===== src/rtl/sequence_pattern_generator.sv =====
// rtl/sequence_pattern_generator.sv - serial MSB-first pattern transmitter with repeat and gap
//
// Drives the serial sequence_in line of the sequence detector. A pattern word
// is captured on a valid/ready handshake and shifted out one bit per clock,
// highest used bit first, load_repeat+1 times with GAP idle cycles between
// repetitions. done pulses for one cycle when the last repetition finishes.
//
// Ports:
//   clock        system clock, rising edge
//   reset        asynchronous active-high reset
//   load_valid   request to start a pattern
//   load_ready   high while idle; load accepted on load_valid && load_ready && !abort
//   load_data    pattern bits, bit [len-1] sent first
//   load_len     bits per repetition, clamped to MAX_LEN
//   load_repeat  extra repetitions (pattern sent load_repeat+1 times)
//   abort        synchronous cancel, highest priority after reset
//   sequence_out registered serial data, IDLE_LEVEL when no bit is sent
//   out_valid    registered, high while sequence_out carries a pattern bit
//   done         registered one-cycle completion pulse
module sequence_pattern_generator #(
    parameter int   MAX_LEN    = 16,
    parameter int   LEN_W      = 5,
    parameter int   REP_W      = 4,
    parameter int   GAP        = 0,
    parameter logic IDLE_LEVEL = 1'b0
) (
    input  logic               clock,
    input  logic               reset,
    input  logic               load_valid,
    output logic               load_ready,
    input  logic [MAX_LEN-1:0] load_data,
    input  logic [LEN_W-1:0]   load_len,
    input  logic [REP_W-1:0]   load_repeat,
    input  logic               abort,
    output logic               sequence_out,
    output logic               out_valid,
    output logic               done
);

    localparam int IDX_W    = (MAX_LEN > 1) ? $clog2(MAX_LEN) : 1;
    localparam int GAP_W    = (GAP > 1) ? $clog2(GAP) : 1;
    localparam int GAP_LAST = (GAP > 0) ? GAP - 1 : 0;
    localparam logic [LEN_W-1:0] MAX_LEN_L = LEN_W'(MAX_LEN);

    typedef enum logic [1:0] {
        S_IDLE  = 2'd0,
        S_SHIFT = 2'd1,
        S_GAP   = 2'd2
    } state_t;

    state_t             state_q, state_d;
    logic [MAX_LEN-1:0] data_q, data_d;
    logic [IDX_W-1:0]   last_q, last_d;     // index of the first bit sent (len-1)
    logic [IDX_W-1:0]   idx_q, idx_d;       // index of the bit currently on sequence_out
    logic [REP_W-1:0]   rep_q, rep_d;
    logic [GAP_W-1:0]   gap_q, gap_d;
    logic               seq_q, seq_d;
    logic               valid_q, valid_d;
    logic               done_q, done_d;

    logic [LEN_W-1:0]   eff_len;
    logic [IDX_W-1:0]   first_idx;
    logic [IDX_W-1:0]   idx_dec;

    assign eff_len   = (load_len > MAX_LEN_L) ? MAX_LEN_L : load_len;
    assign first_idx = IDX_W'(eff_len - LEN_W'(1));
    assign idx_dec   = idx_q - IDX_W'(1);

    always_ff @(posedge clock or posedge reset) begin
        if (reset) begin
            state_q <= S_IDLE;
            data_q  <= '0;
            last_q  <= '0;
            idx_q   <= '0;
            rep_q   <= '0;
            gap_q   <= '0;
            seq_q   <= IDLE_LEVEL;
            valid_q <= 1'b0;
            done_q  <= 1'b0;
        end else begin
            state_q <= state_d;
            data_q  <= data_d;
            last_q  <= last_d;
            idx_q   <= idx_d;
            rep_q   <= rep_d;
            gap_q   <= gap_d;
            seq_q   <= seq_d;
            valid_q <= valid_d;
            done_q  <= done_d;
        end
    end

    always_comb begin
        state_d = state_q;
        data_d  = data_q;
        last_d  = last_q;
        idx_d   = idx_q;
        rep_d   = rep_q;
        gap_d   = gap_q;
        seq_d   = IDLE_LEVEL;
        valid_d = 1'b0;
        done_d  = 1'b0;

        if (abort) begin
            state_d = S_IDLE;
        end else begin
            case (state_q)
                S_IDLE: begin
                    if (load_valid) begin
                        data_d = load_data;
                        rep_d  = load_repeat;
                        if (eff_len == '0) begin
                            // Empty pattern: nothing to send, complete immediately.
                            done_d = 1'b1;
                        end else begin
                            state_d = S_SHIFT;
                            last_d  = first_idx;
                            idx_d   = first_idx;
                            seq_d   = load_data[first_idx];
                            valid_d = 1'b1;
                        end
                    end
                end

                S_SHIFT: begin
                    if (idx_q != '0) begin
                        idx_d   = idx_dec;
                        seq_d   = data_q[idx_dec];
                        valid_d = 1'b1;
                    end else if (rep_q != '0) begin
                        rep_d = rep_q - REP_W'(1);
                        if (GAP > 0) begin
                            state_d = S_GAP;
                            gap_d   = GAP_W'(GAP_LAST);
                        end else begin
                            // No gap: the next repetition's first bit follows without a bubble.
                            idx_d   = last_q;
                            seq_d   = data_q[last_q];
                            valid_d = 1'b1;
                        end
                    end else begin
                        state_d = S_IDLE;
                        done_d  = 1'b1;
                    end
                end

                S_GAP: begin
                    if (gap_q == '0) begin
                        state_d = S_SHIFT;
                        idx_d   = last_q;
                        seq_d   = data_q[last_q];
                        valid_d = 1'b1;
                    end else begin
                        gap_d = gap_q - GAP_W'(1);
                    end
                end

                default: begin
                    state_d = S_IDLE;
                end
            endcase
        end
    end

    assign load_ready   = (state_q == S_IDLE);
    assign sequence_out = seq_q;
    assign out_valid    = valid_q;
    assign done         = done_q;

endmodule


===== config.mk =====
export PLATFORM = sky130hd
export DESIGN_NAME = sequence_pattern_generator
export DESIGN_NICKNAME = d
export VERILOG_FILES = /design/src/rtl/sequence_pattern_generator.sv
export SDC_FILE = /design/constraint.sdc
export NUM_CORES = 1
export LEC_CHECK = 0
export ABC_AREA = 0
export CAP_MARGIN = 20
export CORE_MARGIN = 5
export CORE_UTILIZATION = 50
export CTS_CLUSTER_SIZE = 28
export DETAILED_ROUTE_END_ITERATION = 12
export PLACE_DENSITY = 0.72
export SETUP_SLACK_MARGIN = 0.2
export SLEW_MARGIN = 20
export SYNTH_ARGS = -nofsm -noshare
export SYNTH_HDL_FRONTEND = slang
export SYNTH_SLANG_ARGS = --single-unit

===== constraint.sdc =====
create_clock -name clock -period 2.93 [get_ports clock]
set_clock_uncertainty 0.1 [all_clocks]
set_input_delay 0.586 -clock clock [delete_from_list [all_inputs] [get_ports clock]]
set_output_delay 0.586 -clock clock [all_outputs]
set_load 0.05 [all_outputs]

==> flow_summary.toml <==
[run_status]
status = "complete, no violations"

[clocking]
clock-sinks = 32
clockBufferDepth = 2
htreeDepth = 2
numCtsBuffers = 5
cts.reportedPaths.clkPinSlew_ns = 0.06
insertion_delay_ns = 0.28
hold_buffers = 0
cts.root.buffer_cell = "clkbuf_8"
post_cts_buffers = 0
cts_tree = "done"
cts_resized = 0

[global_route]
grt_pass1_vias = 1632
antenna_found_initial = 0
grt_use_total = 0.196
grt_overflow = 0
grt_pass1_wl_mm = 8.09
grt_max_degree = 33

[placed_design]
dpl_cell_area_sq_mm = 0.00242
port_buffers = 32
dpl.hpwl_mm = 3.71
gp_congestion = 0.840

[layout]
areaGrowthSynthToFinish_pct = 22.4
postLayoutCoreUtil = 0.628
nets = 255
diodes = 0
fin_area_sq_mm = 0.00251
drive_gt1_frac = 0.165

[logic_synthesis]
synth-seq-cells = 32
synth_top_cell_by_area = "dfrtp_1"
synthDistinctLibCells = 52
async_flop_share = 1.00
synth_ff_type = "dfrtp_1"
synth_warnings = 0
synth_seq_area_share = 0.390
syn_nets = 221
netlist_area_sq_mm = 0.00205
netlist.area_leader.share = 0.390
syn_avg_cell_area_sq_um = 10.9
synth-edff-count = 0
synth_cells = 189
synth_area_leaders = "dfrtp_1 (39%), mux4_2 (5.5%), mux2_2 (4.9%)"

[critical_path]
start_kind = "flop"
critPathMaxFanout = 14
cp-end-kind = "primary output"
reg2reg_slack_ns = 0.62
cp_cell_sequence = "inv_2 -> clkdlybuf4s50_1"
cpPeakStageDelay_ns = 0.84
path_buf_inv = 2
critical_path_required_ns = 2.24
path_class = "flop to primary output"
worst_path_max_delay_cell = "clkdlybuf4s50_1"
cp_data_arrival_time_ns = 1.93
critPathTopFamily = "buffers and inverters"

[floorplan]
ios = 33
die_area_sq_mm = 0.00549
core-area_sq_mm = 0.00400
initial_utilization = 0.514
die_h_um = 74.1
rows = 23
dieWidth_um = 74.1

[timing]
setup_viol_count_final = 0
relSlewSlack = 0.630
layout_min_cycle_time_ns = 2.61
max_freq_mhz = 383
setup_tns_ns = 0
hold_ws_ns = 0.414
hold_viol = 0
period_share = 0.891
rsz0062_at_grt = "false"
worst_pin_slew_ns = 0.554
slew_violations = 0

[power_and_ir_drop]
power.density_mw_per_mm2 = 595
leakage_nw = 1.01
vdd_ir_drop_max_v = 0.000301
power.total_mw = 1.50

[drt]
drt_iter0_drc = 65
drc = 0
drtPass1Iterations = 4
vias = 1563
wl_mm = 4.87
vias_per_cell = 5.70
wire_per_inst_um = 17.8
final_antenna_net_count = 0

[min_path]
worstHoldPathType = "flop to flop"

[run]
max-cap-violations = 0
metal layers:
layer	up-vias	GRT usage	wire [um]
met5	-	0	0
li1	778	-	-
met4	0	0.0523	57
met3	5	0.0446	158
met2	27	0.310	2410
met1	753	0.271	2250
state kept, by name, indices dropped and copies added (netlist names):
| signal | flops |
|---|---|
| out_valid | 1 |
| idx_q | 4 |
| rep_q | 4 |
| sequence_out | 1 |
| last_q | 4 |
| state_q | 1 |
| data_q | 16 |
| done | 1 |
path summary, 6_finish.rpt:
check	startpoint	to	cells after the start
max reg2reg	idx_q[0]$_DFFE_PP0P_	sequence_out$_DFF_PP0_	7
min	data_q[8]$_DFFE_PP0P_	data_q[8]$_DFFE_PP0P_	1
min reg2reg	data_q[8]$_DFFE_PP0P_	data_q[8]$_DFFE_PP0P_	1
min in group asynchronous	reset	data_q[4]$_DFFE_PP0P_	3
max in group asynchronous	reset	idx_q[0]$_DFFE_PP0P_	3
max	state_q[0]$_DFFE_PP0P_	load_ready	2
stage by stage:
step | setup slack, ns | std cells
detailed placement | 0.387 | 266
floorplan | 0.876 | 189
global placement | 0.442 | 266
global route | 0.235 | 274
finish | 0.319 | 274
CTS | 0.320 | 274
cells in the final DEF, fill, tap and decap left out, types with 2 or more instances in the layout:
cell / synthesis / final
mux2_1: 7 / 7
o21ai_0: 3 / 3
o2111ai_1: 2 / 2
or3b_1: 2 / 2
nor4_1: 2 / 2
o21bai_1: 3 / 3
o211ai_1: 5 / 5
nand4b_1: 2 / 2
a21oi_4: 2 / 2
clkdlybuf4s50_1: 0 / 32
dfrtp_1: 32 / 32
mux4_1: 3 / 3
a21oi_1: 16 / 16
nor2_1: 17 / 17
mux2_2: 9 / 9
nand3_1: 2 / 2
buf_4: 0 / 6
clkbuf_8: 0 / 6
nor2b_1: 2 / 2
o21ai_1: 2 / 2
inv_1: 8 / 8
nor3_1: 8 / 8
xnor2_1: 3 / 3
clkbuf_1: 2 / 2
ha_1: 3 / 3
nand2_1: 7 / 7
mux2i_1: 8 / 8
mux4_2: 5 / 5
logic make-up after synthesis:
family / synth area share
adders and majority gates: 0.0183
xor gates and xnor gates: 0.0171
DFF: 0.390
and+or+nand+nor: 0.144
AOI/OAI and AO/OA: 0.166
muxes: 0.220
buffers and inverters: 0.0451
synth_stat cells, drive strengths merged (3+ instances only):
| cell type | count |
|---|---|
| a21oi | 18 |
| buf | 9 |
| dfrtp | 32 |
| ha | 3 |
| inv | 9 |
| mux2 | 16 |
| mux2i | 8 |
| mux4 | 8 |
| nand2 | 8 |
| nand3 | 3 |
| nor2 | 18 |
| nor3 | 9 |
| o211ai | 5 |
| o21ai | 6 |
| o21bai | 3 |
| xnor2 | 3 |
cell type report:
class / count / area [sq um]
clock buffer: 8 / 90.1
fill: 322 / 1490
inverter: 9 / 33.8
multi-input combinational: 137 / 1160
sequential: 32 / 801
tap: 50 / 62.6
timing repair buffer: 38 / 365
where the power goes:
part | internal [mW] | switching (mW)
clock network | 0.191 | 0.152
registers | 0.531 | 0.104
logic | 0.285 | 0.232
total | 1.01 | 0.489
No activity file was read; power rests on OpenSTA's default activity.
